**src/rtl/shared_port_sched.sv**
```systemverilog
// shared_port_sched: round-robin share of one WIDTH-bit resource between requesters A and B, HOLD cycles per grant
//   clk, rst_n (async active-low); req_a/req_b level requests; data_a/data_b operands sampled at grant
//   gnt_a/gnt_b one-cycle grant pulses; busy occupancy; owner current/last winner (0=A, 1=B)
//   out_valid one-cycle result strobe; out_data captured operand, held between strobes
module shared_port_sched #(
  parameter int WIDTH = 8,
  parameter int HOLD  = 3
) (
  input  logic             clk,
  input  logic             rst_n,
  input  logic             req_a,
  input  logic             req_b,
  input  logic [WIDTH-1:0] data_a,
  input  logic [WIDTH-1:0] data_b,
  output logic             gnt_a,
  output logic             gnt_b,
  output logic             busy,
  output logic             owner,
  output logic             out_valid,
  output logic [WIDTH-1:0] out_data
);
  localparam int H  = (HOLD < 1) ? 1 : HOLD;
  localparam int CW = $clog2(H) + 1;
  typedef enum logic {IDLE, BUSY} state_t;
  state_t           state, state_n;
  logic             last, last_n, gnt_a_n, gnt_b_n, busy_n, owner_n, out_valid_n, win_b;
  logic [CW-1:0]    cnt, cnt_n;
  logic [WIDTH-1:0] hold_q, hold_n, out_data_n;
  // on a tie the requester that did not win last time goes first
  assign win_b = req_b & (~req_a | ~last);
  always_ff @(posedge clk or negedge rst_n)
    if (!rst_n) begin
      state     <= IDLE;
      last      <= 1'b1;
      cnt       <= '0;
      hold_q    <= '0;
      gnt_a     <= 1'b0;
      gnt_b     <= 1'b0;
      busy      <= 1'b0;
      owner     <= 1'b0;
      out_valid <= 1'b0;
      out_data  <= '0;
    end else begin
      state     <= state_n;
      last      <= last_n;
      cnt       <= cnt_n;
      hold_q    <= hold_n;
      gnt_a     <= gnt_a_n;
      gnt_b     <= gnt_b_n;
      busy      <= busy_n;
      owner     <= owner_n;
      out_valid <= out_valid_n;
      out_data  <= out_data_n;
    end
  always_comb begin
    state_n     = state;
    last_n      = last;
    cnt_n       = cnt;
    hold_n      = hold_q;
    gnt_a_n     = 1'b0;
    gnt_b_n     = 1'b0;
    busy_n      = busy;
    owner_n     = owner;
    out_valid_n = 1'b0;
    out_data_n  = out_data;
    if (state == IDLE && (req_a || req_b)) begin
      gnt_a_n = ~win_b;
      gnt_b_n = win_b;
      owner_n = win_b;
      hold_n  = win_b ? data_b : data_a;
      cnt_n   = CW'(H - 1);
      busy_n  = 1'b1;
      state_n = BUSY;
    end else if (state == BUSY) begin
      if (cnt != '0) cnt_n = cnt - CW'(1);
      else begin
        out_valid_n = 1'b1;
        out_data_n  = hold_q;
        busy_n      = 1'b0;
        last_n      = owner;
        state_n     = IDLE;
      end
    end
  end
endmodule

```
**config.mk**
```make
export PLATFORM = sky130hd
export DESIGN_NAME = shared_port_sched
export DESIGN_NICKNAME = d
export VERILOG_FILES = /design/src/rtl/shared_port_sched.sv
export SDC_FILE = /design/constraint.sdc
export NUM_CORES = 1
export LEC_CHECK = 0
export CAP_MARGIN = 15
export CORE_MARGIN = 5
export CORE_UTILIZATION = 40
export CTS_BUF_LIST = sky130_fd_sc_hd__clkbuf_4
export CTS_CLUSTER_SIZE = 12
export DETAILED_ROUTE_END_ITERATION = 8
export GPL_TIMING_DRIVEN = 0
export PLACE_DENSITY = 0.71
export SLEW_MARGIN = 0
export SYNTH_ARGS = -nofsm -noshare
export SYNTH_HDL_FRONTEND = slang
export SYNTH_SLANG_ARGS = --single-unit
export TNS_END_PERCENT = 1
```
**constraint.sdc**
```tcl
create_clock -name clk -period 1.65 [get_ports clk]
set_clock_uncertainty 0.15 [all_clocks]
set_input_delay 0.165 -clock clk [delete_from_list [all_inputs] [get_ports clk]]
set_output_delay 0.165 -clock clk [all_outputs]
set_load 0.05 [all_outputs]
```
Yosys cells after proc, flatten, opt, wreduce, memory -nomap -nowiden:

Index checks and enable logic that the tools add are counted.

* flip-flop bits (word level): 26
* bits of input ports: 20

* add/subtract/negate cells: 1
* equal/unequal tests: 1
* muxes and demuxes: 15
* bitwise logic cells: 8
* reduce and logical (&&, ||, !) cells: 8

Operator list (count)
* $mux W1: 11
* $mux W3: 3
* $mux W8: 1
* $not A1 Y1: 6
* $reduce_and A2 Y1: 2
* $reduce_bool A2 Y1: 2
* $reduce_and A3 Y1: 1
* $reduce_bool A3 Y1: 1
* $sub A3 B1 Y3 const B: 1
* $ne A2 B2 Y1 const B: 1
* $and A1 B1 Y1: 1
* $logic_and A1 B1 Y1: 1
* $logic_or A1 B1 Y1: 1
* $or A1 B1 Y1: 1

Longest topological paths before layout:

* depth after elaboration: 5
* depth in mapped cells: 6
* mapped depth without buffers: 5

Worst setup path after synthesis:

Ideal clock, no wire load.

* kind: reg-to-reg
* from: register cnt[0]
* to: register out_data[0]
* setup time: 125 ps
* arrival: 1292 ps
* data required time: 1375 ps
* setup slack: 83 ps
* cell stages (with the launch flop): 7
* path buffers: 1
* cells stage by stage: dfrtp_1 > inv_1 > ha_1 > nor2b_2 > nand2_1 > buf_4 > mux2_2

* longest elaborated chain between the ends: 3

RTL lines
* start: declaration: RTL line 27 `logic [CW-1:0] cnt, cnt_n;`
* start signal: assignment: RTL line 46 `cnt <= cnt_n;`
* $reduce_bool A3 Y1: RTL line 75 `if (cnt != '0) cnt_n = cnt - CW'(1);`
* $not A1 Y1 (no line)
* $reduce_and A3 Y1 (no line)
* end signal: assignment: RTL line 53 `out_data <= out_data_n;`
* end: declaration: RTL line 20 `output logic [WIDTH-1:0] out_data`

No other way between the ends.
A chain may end at the register's enable or synchronous reset.

Worst setup path in the final report:

* from: register cnt[1]
* to: register out_data[5]

The elaborated chain is that of the path after synthesis.

==> results.md <==
- Outcome: completed
- Final ANT Viol Nets: 0
- Top post-synthesis cells by count: 25 x dfrtp_1, 9 x mux2_2, 8 x a221o_1, 8 x and2_2, 5 x inv_1
- DR vias/cell: 5.09
- Area delta synth->final: 42.1%
- Global Route Usage Sum: 0.128
- Yosys cell types: 22
- Final Hold Viols: 0
- Sequential Power Share: 0.353
- Starting DRT DRC Count: 16
- Layout Utilization: 0.606
- Number of synthesized register bits: 26
- Min-delay worst type: primary input to asynchronous set/reset pin
- Yosys warning count: 0
- Worst rel slew slack: 0.618
- Tcrit/Tclk final: 0.960
- Largest net degree at the start of global routing: 27
- Post-synth top area share: 0.577
- Core box area: 2540 µm²
- EDFF count, synth: 0
- CTS root buf: clkbuf_4
- Final Wtd Congestion: 0.743
- Clock transition at path regs: 0.14 ns
- I/O Pins: 33
- Cell taking the most area after synthesis: dfrtp_1
- Sink Count: 26
- Int Pwr: 1.85 mW
- Min Clock Period, post-route: 1.58 ns
- Slew Limit Fails: 0
- P_leak: 0.745 nW
- Worst-Margin Slew: 0.574 ns
- First-pass GRT wire length: 3520 µm
- Non-filler cells, final: 149
- Clock buffer count from CTS: 3
- CP Data Arrival Time: 1.66 ns
- Logic gate share of total power: 0.507
- Chip width: 62.1 µm
- Initial antenna violation count: 0
- Fin Hold WS: 0.198 ns
- Layout cells sized above 1: 0.294
- Most frequent cell after synthesis: dfrtp_1
- Fin nets: 142
- Maximum VDD drop: 0.00139 V
- Starting Density: 0.426
- Mapped Cells: 79
- FMAX: 0.632 GHz
- Ys async rst share: 1.00
- Chip height: 62.1 µm
- Row cnt: 18
- Area contributors post-synth: dfrtp_1 58%, mux2_2 9.3%, a221o_1 7.4%, and2_2 5.5%, dfstp_2 2.4%
- Drt wl/cell: 15.7 µm
- Main synth FF type: dfrtp_1
- R2r setup slk: 0.07 ns
- Max Cap Viol: 0
- Seq/Total Area, Yosys: 0.601
- Pwr/cell area: 2010 nW/µm²
- Via count: 758
- Critical Path RT: 1.73 ns
- Detailed Routing Iterations Pass 1: 4
- Worst skew pair latency: 0.32 ns
- Die ar.: 3850 µm²
- Switching share of total power: 0.405
- Final worst slack: 0.0667 ns
- Final setup violation count: 0
- Crit Path Max Fanout: 5
- P_sw: 1.26 mW
- PortBufs: 32
- Mapped Avg Cell Area: 13.7 µm²
- Startpoint Class: flip-flop
- CP Capture Type: flip-flop
- Max Root-Sink Buffers: 2
- Cells after DPL: 141
- Hpwl dp: 1560 µm
- CTS tree: yes
- Clock power frac: 0.140
- Mapped cell area: 1080 µm²
- Crit Path Class: flip-flop to flip-flop
- DRC viols: 0
- Via count of the first global-routing pass: 802
- Drt total wl: 2340 µm
- Syn Nets: 101
- # diodes: 0
- Setup TNS: 0 ns
- Total grt overflow: 0
- Max H-tree Level: 1
- Worst slack, placed: -0.203 ns
- RSZ-0062 raised after global routing: no
path summary, 6_finish.rpt:
| path | start | to | depth (start not counted) |
|---|---|---|---|
| setup / recovery | cnt[1] | out_data[5] | 6 |
| hold / removal | rst_n | hold_q[6] | 2 |
| setup reg to reg | cnt[1] | out_data[5] | 6 |
| hold reg to reg | busy | busy | 1 |
| max in group asynchronous | rst_n | last | 2 |
| min in group clk | data_b[1] | hold_q[1] | 2 |
power by group through the flow:
| stage | Clock [mW] | Combinational (mW) | Sequential [mW] |
|---|---|---|---|
| final | 0.434 | 1.57 | 1.09 |
| after global routing | 0.476 | 1.68 | 1.14 |
| after CTS | 0.449 | 1.48 | 1.08 |
| after detailed placement | 0 | 1.56 | 1.10 |
| after global placement | 0 | 1.53 | 1.09 |
| after floorplan | 0 | 0.621 | 1.54 |
area by class of cell:
type                            instances  area (µm²)
Clock inverter                          1        30.0
Sequential cell                        26         652
Buffer                                  3        33.8
Fill cell                             212        1000
Inverter                                5        18.8
Clock buffer                            3        22.5
Tap cell                               30        37.5
Timing Repair Buffer                   36         335
Multi-Input combinational cell         45         412
placed cells by master, fill, tap and decap left out:
cell and n:
a21o_2 1, mux2_2 9, o21ai_1 1, ha_1 1
inv_2 1, bufinv_16 1, clkdlybuf4s50_1 18, o21ai_0 2
o211a_1 1, dfrtp_1 25, o21bai_1 1, mux2i_1 1
nor2b_4 1, dfstp_2 1, dlygate4sd3_1 1, clkbuf_4 3
nand2_1 1, buf_4 2, buf_2 1, and2_2 8
buf_6 4, nor2_1 4, nand2_2 1, inv_1 4
dlygate4sd2_1 13, or3_1 1, o311ai_0 1, a221o_1 8
o21a_1 1, ha_4 1, a211oi_4 1
sequential cells by signal, summed over array words and instances, names as in the netlist:
register   cells
last           1
gnt_a          1
owner          1
out_valid      1
state          1
cnt            3
busy           1
out_data       8
gnt_b          1
hold_q         8
per-layer routing:
| layer | GRT usage | wire, µm | vias to the layer above |
|---|---|---|---|
| met3 | 0.0496 | 137 | 4 |
| met2 | 0.231 | 1230 | 22 |
| met4 | 0.0364 | 42 | 0 |
| li1 | - | - | 361 |
| met5 | 0 | 0 | - |
| met1 | 0.140 | 929 | 371 |
worst max-delay path, stage by stage, from the launching register on:
cell and delay, ns:
dfrtp_1 0.40, inv_1 0.11, ha_4 0.14, nor2b_4 0.17
nand2_2 0.10, buf_6 0.16, mux2_2 0.26
stage by stage:
| stage | cell area, µm² | power (mW) |
|---|---|---|
| floorplan | 1080 | 2.17 |
| global placement | 1440 | 2.62 |
| detailed placement | 1440 | 2.66 |
| CTS | 1480 | 3.01 |
| global route | 1540 | 3.29 |
| finish | 1540 | 3.10 |
logic make-up after synthesis:
family	share of synthesized area
buf+inv	0.0450
flops	0.601
fa+ha+maj	0.0231
mux	0.103
simple gates	0.0900
compound gates	0.138
repair_timing:
item / in CTS / in global routing
buffers inserted: 0 / 2
hold endpoints to repair: 0 / 25
resized for setup: 14 / 9
cloned: 0 / 1
hold buffers: 0 / 1
setup endpoints to repair: 21 / 16
(Power assumes the default switching activity.)
